[src/rtl/riscv_lite_pkg.sv]
// riscv_lite_pkg: shared writeback entry type and load funct3 encodings.
package riscv_lite_pkg;

    localparam int WB_XLEN = 32;

    localparam logic [2:0] LB  = 3'b000;
    localparam logic [2:0] LH  = 3'b001;
    localparam logic [2:0] LW  = 3'b010;
    localparam logic [2:0] LBU = 3'b100;
    localparam logic [2:0] LHU = 3'b101;

    typedef struct packed {
        logic               valid;
        logic [4:0]         rd;
        logic [WB_XLEN-1:0] data;
    } wb_entry_t;

endpackage

[src/rtl/wb_fifo.sv]
// wb_fifo: in-order ring buffer of writeback entries with per-entry kill by rd match.
module wb_fifo
    import riscv_lite_pkg::*;
#(
    parameter int DEPTH = 2
) (
    input  logic                     clk_i,
    input  logic                     rst_i,
    input  logic                     push_i,
    input  wb_entry_t                entry_i,
    input  logic                     pop_i,
    input  logic                     kill_i,
    input  logic [4:0]               kill_rd_i,
    output wb_entry_t                head_o,
    output logic [$clog2(DEPTH):0]   level_o
);
    localparam int AW = $clog2(DEPTH);

    wb_entry_t       mem_q [DEPTH];
    logic [AW-1:0]   wr_q, rd_q;
    logic [AW:0]     level_q;

    always_ff @(posedge clk_i or negedge rst_i) begin
        if (!rst_i) begin
            for (int i = 0; i < DEPTH; i++) mem_q[i] <= '0;
            wr_q    <= '0;
            rd_q    <= '0;
            level_q <= '0;
        end else begin
            for (int i = 0; i < DEPTH; i++)
                if (kill_i && mem_q[i].rd == kill_rd_i) mem_q[i].valid <= 1'b0;
            if (push_i) mem_q[wr_q] <= entry_i;
            if (push_i) wr_q <= wr_q + 1'b1;
            if (pop_i) rd_q <= rd_q + 1'b1;
            level_q <= level_q + (AW+1)'(push_i) - (AW+1)'(pop_i);
        end
    end

    assign head_o  = mem_q[rd_q];
    assign level_o = level_q;

endmodule

[src/rtl/wb_arbiter.sv]
// wb_arbiter: sole register-file write port driver; LSU loads win, ALU results skid through wb_fifo.
// Define WB_LOAD_EXT_EN to extract and sign/zero-extend loads here; otherwise load words pass unchanged.
module wb_arbiter
    import riscv_lite_pkg::*;
#(
    parameter int FIFO_DEPTH = 2,
    parameter int XLEN       = WB_XLEN
) (
    input  logic                          clk_i,
    input  logic                          rst_i,
    input  logic                          alu_valid_i,
    output logic                          alu_ready_o,
    input  logic [4:0]                    alu_rd_i,
    input  logic [XLEN-1:0]               alu_data_i,
    input  logic                          lsu_valid_i,
    input  logic [4:0]                    lsu_rd_i,
    input  logic [XLEN-1:0]               lsu_data_i,
    input  logic [2:0]                    lsu_funct3_i,
    input  logic [1:0]                    lsu_addr_lo_i,
    output logic                          reg_write_o,
    output logic [4:0]                    write_addr_o,
    output logic [XLEN-1:0]               data_o,
    output logic [$clog2(FIFO_DEPTH):0]   fifo_level_o,
    output logic                          busy_o
);
    localparam int LVW = $clog2(FIFO_DEPTH) + 1;

    wb_entry_t       head, entry;
    logic [LVW-1:0]  level, level_nx;
    logic            empty, alu_acc, pop, direct, push, kill;
    logic [XLEN-1:0] ld_data, wdata;
    logic [4:0]      waddr;
    logic            we_d, we_q, ready_d, ready_q;
    logic [4:0]      addr_d, addr_q;
    logic [XLEN-1:0] data_d, data_q;

`ifdef WB_LOAD_EXT_EN
    logic [7:0]  lb;
    logic [15:0] lh;
    assign lb = lsu_data_i[{lsu_addr_lo_i, 3'b000} +: 8];
    assign lh = lsu_addr_lo_i[1] ? lsu_data_i[31:16] : lsu_data_i[15:0];
    always_comb
        ld_data = (lsu_funct3_i == LB)  ? {{(XLEN-8){lb[7]}}, lb} :
                  (lsu_funct3_i == LBU) ? {{(XLEN-8){1'b0}}, lb} :
                  (lsu_funct3_i == LH)  ? {{(XLEN-16){lh[15]}}, lh} :
                  (lsu_funct3_i == LHU) ? {{(XLEN-16){1'b0}}, lh} : lsu_data_i;
`else
    logic unused_ld;
    assign unused_ld = ^{lsu_funct3_i, lsu_addr_lo_i};
    assign ld_data   = lsu_data_i;
`endif

    assign empty   = (level == '0);
    assign alu_acc = alu_valid_i & ready_q;
    assign pop     = !lsu_valid_i & !empty;
    assign direct  = !lsu_valid_i & empty & alu_acc;
    assign push    = alu_acc & (|alu_rd_i) & !direct;
    assign kill    = lsu_valid_i & (|lsu_rd_i);
    // An ALU result losing to a same-rd load is already stale, so it enters the queue dead.
    assign entry   = '{valid: !(lsu_valid_i && lsu_rd_i == alu_rd_i), rd: alu_rd_i, data: alu_data_i};

    wb_fifo #(.DEPTH(FIFO_DEPTH)) u_fifo (
        .clk_i    (clk_i),
        .rst_i    (rst_i),
        .push_i   (push),
        .entry_i  (entry),
        .pop_i    (pop),
        .kill_i   (kill),
        .kill_rd_i(lsu_rd_i),
        .head_o   (head),
        .level_o  (level)
    );

    always_comb begin
        we_d     = lsu_valid_i ? |lsu_rd_i : !empty ? head.valid : direct & |alu_rd_i;
        waddr    = lsu_valid_i ? lsu_rd_i  : !empty ? head.rd    : alu_rd_i;
        wdata    = lsu_valid_i ? ld_data   : !empty ? head.data  : alu_data_i;
        addr_d   = we_d ? waddr : addr_q;
        data_d   = we_d ? wdata : data_q;
        level_nx = level + LVW'(push) - LVW'(pop);
        ready_d  = level_nx != LVW'(FIFO_DEPTH);
    end

    always_ff @(posedge clk_i or negedge rst_i) begin
        if (!rst_i) begin
            we_q    <= 1'b0;
            addr_q  <= '0;
            data_q  <= '0;
            ready_q <= 1'b0;
        end else begin
            we_q    <= we_d;
            addr_q  <= addr_d;
            data_q  <= data_d;
            ready_q <= ready_d;
        end
    end

    assign reg_write_o  = we_q;
    assign write_addr_o = addr_q;
    assign data_o       = data_q;
    assign alu_ready_o  = ready_q;
    assign fifo_level_o = level;
    assign busy_o       = we_q | !empty;

endmodule

[config.mk]
export PLATFORM = sky130hd
export DESIGN_NAME = wb_arbiter
export DESIGN_NICKNAME = d
export VERILOG_FILES = /design/src/rtl/riscv_lite_pkg.sv /design/src/rtl/wb_fifo.sv /design/src/rtl/wb_arbiter.sv
export SDC_FILE = /design/constraint.sdc
export NUM_CORES = 1
export LEC_CHECK = 0
export ABC_CLOCK_PERIOD_IN_PS = 2440
export CORE_MARGIN = 2
export CORE_UTILIZATION = 55
export CTS_BUF_LIST = sky130_fd_sc_hd__clkbuf_2
export CTS_CLUSTER_SIZE = 25
export DETAILED_ROUTE_END_ITERATION = 8
export DONT_BUFFER_PORTS = 1
export HOLD_SLACK_MARGIN = 0.1
export PLACE_DENSITY = 0.78
export SLEW_MARGIN = 10
export SYNTH_ARGS = -nofsm -noshare
export SYNTH_HDL_FRONTEND = slang
export SYNTH_SLANG_ARGS = --single-unit
export TNS_END_PERCENT = 20
[constraint.sdc]
create_clock -name clk_i -period 2.44 [get_ports clk_i]
set_input_delay 0.488 -clock clk_i [delete_from_list [all_inputs] [get_ports clk_i]]
set_output_delay 0.488 -clock clk_i [all_outputs]
set_load 0.05 [all_outputs]
==> run summary <==
For the worst setup path, the data required time is 1.95 ns. The row count came out at 37. The share of the Yosys chip area taken by registers is 50.2%. The most used flip-flop cell after synthesis is dfrtp_1. Counting along the longest clock path gives a buffer depth of 2. Setup repair after global routing left no endpoint under its margin.

The global-route wire length before repair came out at 20.9 mm. The count of pins on the block boundary is 125. The average footprint of a synthesized cell is 13.0 sq um. The number of sinks handled by clock tree synthesis came out at 119. The number of warnings reported in the yosys synthesis log is 0.

The standard cell area after detailed placement came out at 6090 sq um. The fmax is 433 MHz. TritonCTS built the clock tree.

Global routing consumed, over all layers together, 23.8% of the routing resources. The biggest area contributor in the post-synthesis netlist is dfrtp_1. Once layout is done, the placed cells without fillers occupy 7050 sq um. The tool flagged a number of max-cap violations equal to 0. The sequential cell area came out at 2980 sq um. The worst hold-check slack is -0.496 ns. The initial antenna violation count is 0. The root buffer cell chosen for the clock tree is clkbuf_2.

The region available for standard cell placement spans 10400 sq um. CTS built an H-tree with a depth of 4. Synthesis inferred 119 register bits. The total die area is 11600 sq um.

The number of diodes added for antenna fixing came out at 0. The count of unresolved DRC violations after routing is 0. The worst setup path is captured at a primary output.

Clock-pin slew was measured on the worst setup and hold paths at 0.16 ns. The half-perimeter wire length of the detailed placement result came out at 7.65 mm. The number of clock buffers added by TritonCTS is 17.

The critical path launch point type is a flip-flop. Entering global routing, the biggest net connects 120 pins. For this design the static power due to leakage is 3.00 nW. Setup violations remaining at the end of the flow were counted as 0. The number of nets with antenna violations after detailed routing is 0. The synthesized design contains 0 enable-type register cells. The total grt overflow came out at 0. The die span in x came out at 108 um.

The final number of hold-violating endpoints came out at 119. The average routed wire per standard cell is 19.1 um. After synthesis, the cell types taking the most area are dfrtp_1, mux2_2, mux2i_1.

The final design utilization came out at 67.7%. The vertical die dimension is 108 um. Counting every net in the synthesized netlist gives 539. The flow ran to the end, but the final reports show violations.

The max-slew violation count came to 0. The later pin in the worst-skew pair is clocked with a latency of 0.65 ns. The number of vias per cell after detailed routing came out at 5.67. Once the floorplan was initialized, standard cells occupied 56.9% of the core. At the end of the flow, the number of nets in the layout was 620.

The worst vdd rail ir drop came out at 0.780 mV. The number of hold buffers added after cts came out at 77. The number of cells produced by synthesis came out at 455. The final reports fail on hold timing. The measured slew at the worst slew-check pin came out at 0.574 ns.

Routability-driven placement finished with a final weighted congestion of 0.787. The sum of routed wire length over all layers came out at 13.0 mm. The cell area after synthesis is 5930 sq um. The setup path with the least slack is of type flip-flop to primary output. The proportion of synthesized flip-flops having asynchronous set or reset came out at 100%. The via count of the first global-routing pass came out at 4294. The portion of the clock cycle consumed by the worst path in the final layout is 94.5%. The layout cell share with drive strength beyond 1 is 35.8%. The routed layout has 3861 vias. From synthesis to final layout, the design area changed by 18.9%. The worst-case clock skew came out at 0.0262 ns. The number of filler instances in the final layout came out at 724.

The distinct cell type count of the synthesized netlist came out at 32. The time the final worst path needs with I/O delays and setup is 2.31 ns. The remaining max-slew budget at the tightest pin is 61.6%. The first routing iteration left 199 violations. The top cell type by area accounts for 50.2% of the synthesized area. The area of the multi-input gates is 2830 sq um. The aggregate negative setup slack is 0 ns. The power per standard cell area is 1330 nW/um^2. The min-delay analysis places its worst path in the category input port to async pin. The number of input and output port buffers inserted came out at 0. At the worst endpoint, the arrival time is 1.82 ns. The peak fanout along the critical path came out at 4. The number of iterations in the first detailed-routing pass came out at 4.
## per-layer routing
| metal | part of all wire, % | track usage [%] | vias up |
|---|---|---|---|
| li1 | - | - | 1785 |
| met1 | 42 | 26.6 | 1975 |
| met2 | 52 | 42.5 | 89 |
| met3 | 4.7 | 7.51 | 12 |
| met4 | 1.3 | 8.33 | 0 |
| met5 | 0 | 0 | - |
## final cells by class
type / count / area share, %
sequential: 119 / 42.3
multi-input combinational: 306 / 40.2
timing repair buffer: 91 / 12.8
tap: 136 / 2.41
clock buffer: 19 / 1.35
clock inverter: 9 / 0.905
inverter: 1 / 0.0532
## power by group
group	internal [mW]	total (mW)	switching, mW
logic	2.21	3.72	1.51
registers	2.95	4.69	1.74
clock network	0.331	0.986	0.656
total	5.49	9.39	3.91
## cell families (layout without fill, tap and decap cells)
group / Yosys count / in the layout / synth area share (%)
compound gates: 45 / 45 / 4.20
xor+xnor: 19 / 19 / 2.81
fa+ha+maj: 1 / 1 / 0.211
buf+inv: 30 / 120 / 2.68
flops: 119 / 119 / 50.2
mux: 188 / 188 / 36.1
simple gates: 53 / 53 / 3.84
## Yosys cell counts (2+ instances only)
library cell	count
dfrtp_1	119
buf_1	3
o21ai_0	37
xnor2_1	10
nand2_1	38
mux2_4	19
nor4_1	2
clkbuf_1	10
nand3_1	2
xor2_1	9
nor2_1	5
buf_6	3
mux2i_1	40
buf_2	10
buf_4	3
mux2_2	129
## timing repair
| item | 4_1_cts | 5_1_grt |
|---|---|---|
| endpoints found under the hold margin | 234 | 119 |
| gates resized for setup | 1 | 2 |
| buffers inserted | 0 | 1 |
| setup endpoints to repair | 1 | 3 |
## through the flow
step | cells | total power, mW | setup WS (ns)
finish | 681 | 9.39 | 0.133
global route | 681 | 9.96 | 0.0168
CTS | 680 | 9.42 | 0.0211
detailed placement | 575 | 8.28 | 0.171
global placement | 575 | 8.09 | 0.235
floorplan | 455 | 7.53 | 0.255
## worst paths after layout
| path | from | endpoint | slack [ns] | cells past startpoint |
|---|---|---|---|---|
| max | u_fifo.level_o[1] | busy_o | 0.13 | 2 |
| min | rst_i | async pin | -0.50 | 0 |
| max reg2reg | u_fifo.rd_q | data_o[19] | 0.21 | 6 |
| min reg2reg | flip-flop | flip-flop | 0.52 | 1 |
| max in group asynchronous | rst_i | async pin | 2.75 | 0 |
| min in group clk_i | lsu_valid_i | data_o[26] | 0.16 | 2 |
## cells in the final DEF, fill, tap and decap left out, types with 2 or more instances in the layout
master	count
o21ai_0	37
xor2_1	9
nor4_1	2
buf_4	13
clkinv_1	5
mux2_4	19
dfrtp_1	116
clkbuf_2	19
mux2i_1	40
mux2_2	129
dlygate4sd3_1	76
xnor2_1	10
nand2_1	38
nor2_4	2
nand3_1	2
clkinv_2	3
dfrtp_2	3
nor2_1	3
## worst max-delay path: stages (launching register included)
cell and delay (ns):
dfrtp_2 0.47, buf_4 0.21, or3_4 0.50
(Power assumes the default switching activity.)
